**src/rtl/clk_pkg.sv**
```systemverilog
// rtl/clk_pkg.sv - shared set-mode encoding, time limits and BCD conversion
package clk_pkg;

  typedef enum logic [1:0] {
    RUN     = 2'b00,
    SET_HR  = 2'b01,
    SET_MIN = 2'b10
  } set_state_t;

  localparam logic [5:0] MIN_MAX = 6'd59;
  localparam logic [4:0] HR_MAX  = 5'd23;

  // Inputs never exceed 59, so both digits fit in four bits.
  function automatic logic [7:0] to_bcd(input logic [6:0] bin);
    logic [3:0] tens;
    logic [3:0] ones;
    tens = 4'(bin / 7'd10);
    ones = 4'(bin % 7'd10);
    return {tens, ones};
  endfunction

endpackage

```
**src/rtl/edge_det.sv**
```systemverilog
// rtl/edge_det.sv - rising-edge detector for a debounced, synchronous button level
module edge_det (
  input  logic clk,
  input  logic reset_n,
  input  logic level,
  output logic rise
);

  logic level_d;

  always_ff @(posedge clk or negedge reset_n) begin
    if (!reset_n) begin
      level_d <= 1'b0;
    end else begin
      level_d <= level;
    end
  end

  // Decoded against the registered copy so the event acts on the edge that samples it.
  assign rise = level & ~level_d;

endmodule

```
**src/rtl/min_hr_cntr.sv**
```systemverilog
// rtl/min_hr_cntr.sv - minute/hour counter with set-time FSM; CLK_12HR_EN selects 12-hour display with pm
module min_hr_cntr
  import clk_pkg::*;
(
  input  logic       clk_1sec,
  input  logic       reset_n,
  input  logic       f_1min,
  input  logic       mode_btn,
  input  logic       inc_btn,
  output logic [7:0] min_bcd,
  output logic [7:0] hr_bcd,
  output logic [1:0] set_mode,
  output logic       f_1hr,
`ifdef CLK_12HR_EN
  output logic       f_1day,
  output logic       pm
`else
  output logic       f_1day
`endif
);

  logic [5:0] min_q;
  logic [4:0] hr_q;
  set_state_t state;
  logic       mode_rise;
  logic       inc_rise;

  edge_det u_mode_det (
    .clk     (clk_1sec),
    .reset_n (reset_n),
    .level   (mode_btn),
    .rise    (mode_rise)
  );

  edge_det u_inc_det (
    .clk     (clk_1sec),
    .reset_n (reset_n),
    .level   (inc_btn),
    .rise    (inc_rise)
  );

  always_ff @(posedge clk_1sec or negedge reset_n) begin
    if (!reset_n) begin
      min_q <= 6'd0;
      hr_q  <= 5'd0;
      state <= RUN;
    end else begin
      case (state)
        RUN: begin
          if (f_1min) begin
            if (min_q == MIN_MAX) begin
              min_q <= 6'd0;
              hr_q  <= (hr_q == HR_MAX) ? 5'd0 : hr_q + 5'd1;
            end else begin
              min_q <= min_q + 6'd1;
            end
          end
          if (mode_rise) state <= SET_HR;
        end
        // In the set states a simultaneous mode press wins and the increment is dropped.
        SET_HR: begin
          if (mode_rise) begin
            state <= SET_MIN;
          end else if (inc_rise) begin
            hr_q <= (hr_q == HR_MAX) ? 5'd0 : hr_q + 5'd1;
          end
        end
        SET_MIN: begin
          if (mode_rise) begin
            state <= RUN;
          end else if (inc_rise) begin
            min_q <= (min_q == MIN_MAX) ? 6'd0 : min_q + 6'd1;
          end
        end
        default: state <= RUN;
      endcase
    end
  end

  assign set_mode = state;
  assign f_1hr    = (state == RUN) & f_1min & (min_q == MIN_MAX);
  assign f_1day   = f_1hr & (hr_q == HR_MAX);
  assign min_bcd  = to_bcd({1'b0, min_q});

`ifdef CLK_12HR_EN
  logic [4:0] hr_disp;

  always_comb begin
    hr_disp = hr_q;
    if (hr_q == 5'd0) begin
      hr_disp = 5'd12;
    end else if (hr_q > 5'd12) begin
      hr_disp = hr_q - 5'd12;
    end
  end

  assign hr_bcd = to_bcd({2'b00, hr_disp});
  assign pm     = (hr_q >= 5'd12);
`else
  assign hr_bcd = to_bcd({2'b00, hr_q});
`endif

endmodule

```
**config.mk**
```make
export PLATFORM = sky130hd
export DESIGN_NAME = min_hr_cntr
export DESIGN_NICKNAME = d
export VERILOG_FILES = /design/src/rtl/clk_pkg.sv /design/src/rtl/edge_det.sv /design/src/rtl/min_hr_cntr.sv
export SDC_FILE = /design/constraint.sdc
export NUM_CORES = 1
export LEC_CHECK = 0
export ABC_CLOCK_PERIOD_IN_PS = 2480
export BUFFER_PORTS_ARGS = -buffer_cell sky130_fd_sc_hd__buf_2
export CAP_MARGIN = 20
export CORE_ASPECT_RATIO = 0.8
export CORE_MARGIN = 2
export CORE_UTILIZATION = 49
export DETAILED_ROUTE_END_ITERATION = 8
export PLACE_DENSITY = 0.82
export SETUP_SLACK_MARGIN = 0.15
export SLEW_MARGIN = 20
export SYNTH_ARGS = -nofsm -noshare
export SYNTH_HDL_FRONTEND = slang
export SYNTH_HIERARCHICAL = 1
export SYNTH_SLANG_ARGS = --single-unit
```
**constraint.sdc**
```tcl
create_clock -name clk_1sec -period 2.48 [get_ports clk_1sec]
set_input_delay 0.496 -clock clk_1sec [delete_from_list [all_inputs] [get_ports clk_1sec]]
set_output_delay 0.496 -clock clk_1sec [all_outputs]
set_load 0.02 [all_outputs]
```
==> results of run 1 <==
-- kinds of logic after synthesis --
kind of cell | after synthesis
simple gates | 50
compound gates | 38
buf+inv | 21
flops | 15
fa+ha+maj | 9
xor+xnor | 6
mux | 5
other cells | 1
-- power by group --
part / switching, mW / total, mW / internal (mW)
Sequential: 0.113 / 0.442 / 0.330
Clock: 0.0818 / 0.144 / 0.0626
Combinational: 0.948 / 1.95 / 1.00
-- critical path: stages, from the launching register on --
cell      delay, ns
dfrtp_2        0.43
nor2_4         0.04
or2_4          0.23
a31oi_4        0.21
xnor2_2        0.10
ha_2           0.22
buf_4          0.14
buf_6          0.12
a21o_1         0.15
a22o_1         0.20
nand2_1        0.07
o221ai_2       0.08
buf_4          0.17
-- what timing repair did --
action / in CTS / in global routing
resized for setup: 27 / 9
cloned: 0 / 0
pin swaps: 14 / 10
setup endpoints to repair: 10 / 10
hold buffers: 0 / 0
buffers inserted: 8 / 7
-- state kept, by name (all words and copies together), names as in the netlist --
register,count
min_q,6
hr_q,5
set_mode,2
u_inc_det/level_d,1
u_mode_det/level_d,1
-- metrics by stage --
stage	setup WS, ns	hold slack (ns)	cells	utilization
after detailed placement	-0.181	0.421	213	0.671
after CTS	-0.426	0.108	225	0.743
after global placement	-0.0779	0.414	213	0.671
after floorplan	-0.292	0.200	147	-
after global routing	-0.564	0.124	232	0.778
final	-0.464	0.0915	232	0.778
-- final cells by class --
type	instances	area (um^2)
clock buffers	4	26.3
fillers	165	537
inverters	10	40.0
multi-input cells	111	937
flip-flops and latches	15	378
well taps	36	45.0
repair buffers	56	459
-- path summary, 6_finish.rpt --
kind	start	endpoint	slack, ns	cells past startpoint
max	min_q[3]	min_bcd[3]	-0.46	12
max in group asynchronous	reset_n	min_q[3]	2.12	1
max reg2reg	min_q[2]	hr_q[3]	0.18	8
min in group clk_1sec	mode_btn	u_mode_det/level_d	0.33	1
min reg2reg	min_q[1]	min_q[1]	0.61	1
min	reset_n	min_q[2]	0.09	1
-- metal layers --
metal | track usage | up-vias | routed length (um)
met5 | 0 | - | 0
met4 | 0.0926 | 0 | 37
met3 | 0.0239 | 4 | 120
met2 | 0.382 | 39 | 1730
met1 | 0.313 | 611 | 1390
li1 | - | 600 | -
-- cell usage in the layout (no fill, tap or decap), types with 4 or more instances in the layout --
cell	instances
buf_4	30
dfrtp_1	13
buf_2	12
buf_6	11
nand2_1	10
o21ai_1	8
inv_1	7
o21ai_0	7
nand3_1	7
ha_1	6
nor2b_1	5
nor2_4	4
nor2_1	4
a21o_1	4
==> impl_metrics.tcl, run 1 <==
set metrics [dict create \
    place_area_mm2 0.00163 \
    netlist.area_leader.share 0.305 \
    core_mm2 0.00242 \
    ant_nets 0 \
    synth-simple-area-share 0.233 \
    worst_slack_ns -0.464 \
    synthTopCellsByCount "15 x dfrtp_1, 10 x nand2_1, 9 x ha_1, 9 x o21ai_1" \
    tns_ns -2.51 \
    numCtsBuffers 3 \
    nets 211 \
    ys_types 45 \
    failed_checks "setup timing" \
    drt-total-wl_mm 3.27 \
    period_minus_slack_ns 2.94 \
    cts.htree.levels 1 \
    min_path_type "in2async" \
    synth_area_mm2 0.00123 \
    fin_area_mm2 0.00189 \
    synth_compound_area_frac 0.196 \
    required_ns 1.98 \
    p_per_area_mw_per_mm2 1350 \
    fin_skew_ns 0.00642 \
    synth.most_common_cell "dfrtp_1" \
    vias 1254 \
    synth_top_cell_by_area "dfrtp_1" \
    finalPower_mw 2.54 \
    synth_top_family_by_area "simple AND/OR/NAND/NOR gates" \
    grt_pass1_vias 1181 \
    clk_latency_ns 0.29 \
    async_reset_ff_frac 1.00 \
    vias_per_cell 5.41 \
    power_leakage_nw 0.866 \
    drive_gt1_frac 0.480 \
    grt_max_degree 16 \
    synthMuxAreaShare 0.0468 \
    antenna_found_initial 0 \
    synth-xor-area-share 0.0428 \
    start_util 0.507 \
    dieHeight_um 48.8 \
    crit_path_start_kind "flip-flop" \
    cts_tree "built" \
    fmax_mhz 340 \
    drc 0 \
    io_pins 25 \
    rsz0062_at_grt "true" \
    dp_hpwl_mm 2.15 \
    place.gp.congestion 0.868 \
    clk_path_buf_depth 2 \
    netlist_instances 145 \
    ys_seq_area_frac 0.305 \
    wl_per_cell_um 14.1 \
    antenna_cells 0 \
    synthAdderAreaFrac 0.0916 \
    synth_area_per_cell_um2 8.47 \
    synth-main-ff-cell "dfrtp_1" \
    areaGrowthSynthToFinish_pct 53.5 \
    die_area_mm2 0.00293 \
    drt-initial-drc-count 44 \
    yosys_warnings 6 \
    root_buffer "clkbuf_4" \
    first_pass_iters 4 \
    grt_usage 0.234 \
    setup_viol 8 \
    peakVddDrop_v 0.000929 \
    min_period_over_period 1.19 \
    clkTransAtPathRegs_ns 0.09 \
    synth.area.top_cells "dfrtp_1 31%, ha_1 9.2%, o21ai_1 3.7%" \
    synth-edff-count 0 \
    grt_overflow_total 0 \
    portBuffers 21 \
    rows 16 \
    die_w_um 60.0 \
    status "finished with violations" \
    synth_seq_cells 15 \
    grt_pass1_wl_mm 5.26 \
    setup.worst_path.end_class "output pin" \
    cts.sinks 15 \
    hold_viol_final 0 \
    drv_slew 0 \
    critPathMaxFanout 5 \
    arrival_ns 2.45 \
    max_cap_viol_count 0 \
    criticalPathCategory "reg2out" \
]
(Power assumes the default switching activity.)
==> run 2, diff against run 1 <==
- HOLD_SLACK_MARGIN: default -> 0.12
==> run 2 against run 1 <==
Net effect: the run still ends with setup timing left; fmax about the same; total power about the same; non-clock buffer count grew 1.
==> impl_metrics.tcl, run 2 (synthesis gave the netlist of run 1 again) <==
set metrics [dict create \
    core_mm2 0.00242 \
    first_pass_iters 4 \
    critPathMaxFanout 5 \
    drt-total-wl_mm 3.30 \
    wl_per_cell_um 14.1 \
    fin_skew_ns 0.00229 \
    met2_usage 0.389 \
    antenna_found_initial 0 \
    hp-start "mode_btn" \
    grt_overflow_total 0 \
    rows 16 \
    power.switching_mw 1.14 \
    vias_per_cell 5.33 \
    ant_nets 0 \
    p_int_mw 1.40 \
    startpoint "min_q[3]" \
    place.gp.congestion 0.868 \
    grt_pass1_vias 1191 \
    cpMostUsedCell "buf_4" \
    required_ns 1.98 \
    r2r-start "min_q[2]" \
    largest_reg_flops 6 \
    dpl.cell_count 213 \
    hold_viol_final 0 \
    clkTransAtPathRegs_ns 0.09 \
    dp_hpwl_mm 2.15 \
    status "finished with violations" \
    cts.sinks 15 \
    crit_path_start_kind "flip-flop" \
    fmax_mhz 340 \
    grt_usage 0.236 \
    clk_latency_ns 0.29 \
    power_leakage_nw 0.870 \
    nets 212 \
    fin_cells 233 \
    die_w_um 60.0 \
    regMostFlops "min_q" \
    min_path_type "in2reg" \
    start_util 0.507 \
    drive_gt1_frac 0.477 \
    arrival_ns 2.45 \
    busiest_layer "met2" \
    root_buffer "clkbuf_4" \
    period_minus_slack_ns 2.94 \
    met1_usage 0.315 \
    drt-initial-drc-count 40 \
    fillerInstances 163 \
    numCtsBuffers 3 \
    post-place-ws_ns -0.181 \
    portBuffers 21 \
    criticalPathCategory "reg2out" \
    mostFrequentLayoutCell "buf_4" \
    areaGrowthSynthToFinish_pct 54.3 \
    rsz0062_at_grt "true" \
    dieHeight_um 48.8 \
    setup.worst_path.end_class "output pin" \
    peakVddDrop_v 0.000925 \
    p_clk_frac 0.057 \
    crit_slowest_cell "dfrtp_2" \
    swShare 0.449 \
    cts_tree "built" \
    cts.htree.levels 1 \
    drc 0 \
    clk_path_buf_depth 2 \
    p_comb_frac 0.769 \
    io_pins 25 \
    max_cap_viol_count 0 \
    vias 1243 \
    antenna_cells 0 \
    grt_pass1_wl_mm 5.31 \
    setup_viol 8 \
    die_area_mm2 0.00293 \
    grt_max_degree 16 \
    failed_checks "setup timing" \
    min_period_over_period 1.19 \
    holdWs_ns 0.326 \
    drv_slew 0 \
    grtUsageMet3 0.0239 \
    p_seq_frac 0.174 \
    crit_chain "nor2_4 > or2_4 > a31oi_4 > xnor2_2 > ha_2 > buf_4 > buf_6 > a21o_1 > a22o_1 > nand2_1 > o221ai_2 > buf_4" \
    cpPeakStageDelay_ns 0.43 \
    p_per_area_mw_per_mm2 1340 \
    worst_slack_ns -0.462 \
    final_cell_mix "30 x buf_4, 13 x dfrtp_1, 12 x buf_2, 11 x buf_6, 10 x nand2_1" \
]
run 2: changes by cell type in the layout (fill, tap and decap cells not counted), sizes merged:
cell / previous run / this run
dlygate4sd3: 0 / 1
run 2: routing by layer:
layer	part of all wire	vias to the layer above	wire (um)
li1	-	602	-
met1	0.43	597	1430
met2	0.52	40	1710
met3	0.036	4	119
met4	0.011	0	37
met5	0	-	0
run 2: worst paths after layout:
kind / slack (ns) / cells after the start / endpoint
max reg2reg: 0.18 / 8 / hr_q[3]
min reg2reg: 0.61 / 1 / min_q[1]
min in group asynchronous: 0.65 / 2 / u_mode_det/level_d
min: 0.33 / 1 / u_mode_det/level_d
max in group asynchronous: 1.55 / 2 / min_q[3]
max: -0.46 / 12 / min_bcd[3]
run 2: layout make-up:
cell class	count	area, um^2	share of cell area
clock buffer	4	26.3	0.0139
sequential	15	378	0.199
multi-input combinational	111	937	0.494
timing repair buffer	57	469	0.248
tap	36	45.0	0.0238
inverter	10	40.0	0.0211
run 2: critical path, delay by kind of cell, from the launching register on:
kind	cells	cell delay, ns
compound gates	4	0.64
flops	1	0.43
buf+inv	3	0.42
simple gates	3	0.35
fa+ha+maj	1	0.22
xor+xnor	1	0.10
run 2: power groups by stage:
| stage | sequential, mW | clock, mW | combinational (mW) |
|---|---|---|---|
| 2_1_floorplan | 0.437 | 0 | 1.12 |
| 3_3_place_gp | 0.426 | 0 | 1.51 |
| 3_5_place_dp | 0.438 | 0 | 1.56 |
| 4_1_cts | 0.437 | 0.145 | 1.80 |
| 5_1_grt | 0.456 | 0.157 | 2.08 |
| 6_report | 0.442 | 0.144 | 1.95 |
run 2: metrics by stage:
stage	instance area (um^2)	TNS, ns	power (mW)	utilization
2_1_floorplan	1390	-0.695	1.56	-
3_3_place_gp	1630	-0.179	1.93	0.671
3_5_place_dp	1630	-0.527	2.00	0.671
4_1_cts	1810	-2.22	2.38	0.747
5_1_grt	1900	-3.30	2.70	0.783
6_report	1900	-2.52	2.54	0.783
run 2: timing repair:
item / 4_1_cts / 5_1_grt
gates resized for setup: 27 / 9
buffers inserted: 8 / 7
hold buffers: 1 / 0
setup endpoints to repair: 10 / 10
pin swaps: 14 / 10
endpoints found under the hold margin: 15 / 0
==> run 3, diff against run 2 <==
- ABC_CLOCK_PERIOD_IN_PS: 2480 -> 3300
- CORE_UTILIZATION: 49 -> 54
- PLACE_DENSITY: 0.82 -> 0.86
- clock period: 2.48 -> 3.3 ns (I/O delays scaled with it)
==> run 3 against run 2 <==
Net effect: the run now ends clean; sequential share of layout area is 4.4 points higher; non-clock buffer count is 20 lower; largest power group unchanged; largest cell class unchanged; clock skew is 0.012 ns higher.
==> impl_metrics.tcl, run 3 (synthesis gave the netlist of run 1 again) <==
set metrics [dict create \
    status "complete, no violations" \
    fin_skew_ns 0.0143 \
    start_util 0.569 \
    first_pass_iters 4 \
    rsz0062_at_grt "true" \
    clk_path_buf_depth 2 \
    fmax_mhz 311 \
    largest_reg_flops 6 \
    dp_hpwl_mm 2.03 \
    drv_slew 0 \
    numCtsBuffers 3 \
    grt_overflow_total 0 \
    grt_usage 0.229 \
    arrival_ns 2.56 \
    crit_path_start_kind "flip-flop" \
    grt_pass1_vias 1009 \
    cts.htree.levels 1 \
    max_cap_viol_count 0 \
    peakVddDrop_v 0.000681 \
    root_buffer "clkbuf_4" \
    die_w_um 57.3 \
    drt-initial-drc-count 39 \
    nets 192 \
    vias 1232 \
    drc 0 \
    portBuffers 21 \
    drt-total-wl_mm 3.46 \
    rows 15 \
    reg2reg_depth 8 \
    place.gp.congestion 0.818 \
    antenna_cells 0 \
    postCtsHoldBufs 0 \
    regMostFlops "min_q" \
    setup.worst_path.end_class "output pin" \
    cts_tree "built" \
    final_cell_mix "18 x buf_2, 18 x buf_4, 10 x dfrtp_1, 9 x nand2_1" \
    areaGrowthSynthToFinish_pct 27.6 \
    period_minus_slack_ns 3.22 \
    min_period_over_period 0.975 \
    grt_pass1_wl_mm 4.55 \
    vias_per_cell 6.10 \
    p_per_area_mw_per_mm2 1040 \
    tns_ns 0 \
    criticalPathCategory "reg2out" \
    wl_per_cell_um 17.1 \
    drive_gt1_frac 0.407 \
    clk_latency_ns 0.30 \
    die_area_mm2 0.00268 \
    dieHeight_um 46.7 \
    grt_max_degree 16 \
    hold_viol_final 0 \
    cts.sinks 15 \
    holdWs_ns 0.254 \
    io_pins 25 \
    clkTransAtPathRegs_ns 0.11 \
    critPathMaxFanout 5 \
    core_mm2 0.00216 \
    ant_nets 0 \
    power_leakage_nw 0.740 \
    antenna_found_initial 0 \
    required_ns 2.64 \
    min_path_type "in2async" \
    setup_viol 0 \
]
## run 3: cell types whose count changed in the layout (fill, tap and decap cells not counted), moves of 3 or more
cell | previous run | this run
buf_2 | 12 | 18
buf_4 | 30 | 18
buf_6 | 11 | 1
dfrtp_1 | 13 | 10
dfrtp_2 | 2 | 5
nor2_4 | 4 | 1
## run 3: critical path: stages, from the launching register on
cell and delay, ns:
dfrtp_2 0.45, nor2_4 0.06, or2_4 0.24, a31oi_4 0.23, xnor2_2 0.16, ha_2 0.24
a21oi_2 0.06, a221oi_2 0.34, a31oi_4 0.10, mux2i_2 0.21, buf_4 0.17
## run 3: worst paths after layout
path                            startpoint            endpoint  slack (ns)
min in group clk_1sec             mode_btn  u_mode_det/level_d        0.47
worst max register to register    min_q[3]             hr_q[3]        1.00
worst min-delay path               reset_n   u_inc_det/level_d        0.25
max in group asynchronous          reset_n             hr_q[2]        2.74
worst min register to register    min_q[1]            min_q[1]        0.60
worst max-delay path              min_q[3]          min_bcd[2]        0.08
## run 3: layer usage
metal,wire length [um],GRT usage,up-vias,share of wire
met2,1700,0.411,49,0.49
met1,1460,0.273,613,0.42
met4,120,0.0605,0,0.035
li1,-,-,558,-
met3,177,0.0702,12,0.051
met5,0,0,-,0
## run 3: through the flow
stage	utilization	area [um^2]	setup slack (ns)	power, mW	cells
detailed placement	0.636	1370	0.219	1.23	186
floorplan	-	1270	0.183	1.02	147
global route	0.726	1570	-0.00819	1.72	202
finish	0.726	1570	0.0819	1.63	202
CTS	0.678	1460	0.136	1.42	196
global placement	0.636	1370	0.345	1.18	186
## run 3: report_power, final
group | switching, mW | total, mW | internal (mW) | leakage (nW)
combinational | 0.653 | 1.17 | 0.518 | 0.541
clock | 0.0696 | 0.115 | 0.0452 | 0.0177
sequential | 0.0965 | 0.346 | 0.249 | 0.181
## run 3: final cells by class
class	instances	area (um^2)
Clock inverter	1	5.00
Tap cell	25	31.3
Clock buffer	3	22.5
Sequential cell	15	382
Multi-Input combinational cell	111	853
Inverter	10	37.5
Timing Repair Buffer	37	236
Fill cell	154	591
## run 3: what timing repair did
action,in CTS,in global routing
setup endpoints to repair,6,6
buffers inserted,6,6
pin swaps,1,3
resized for setup,8,16
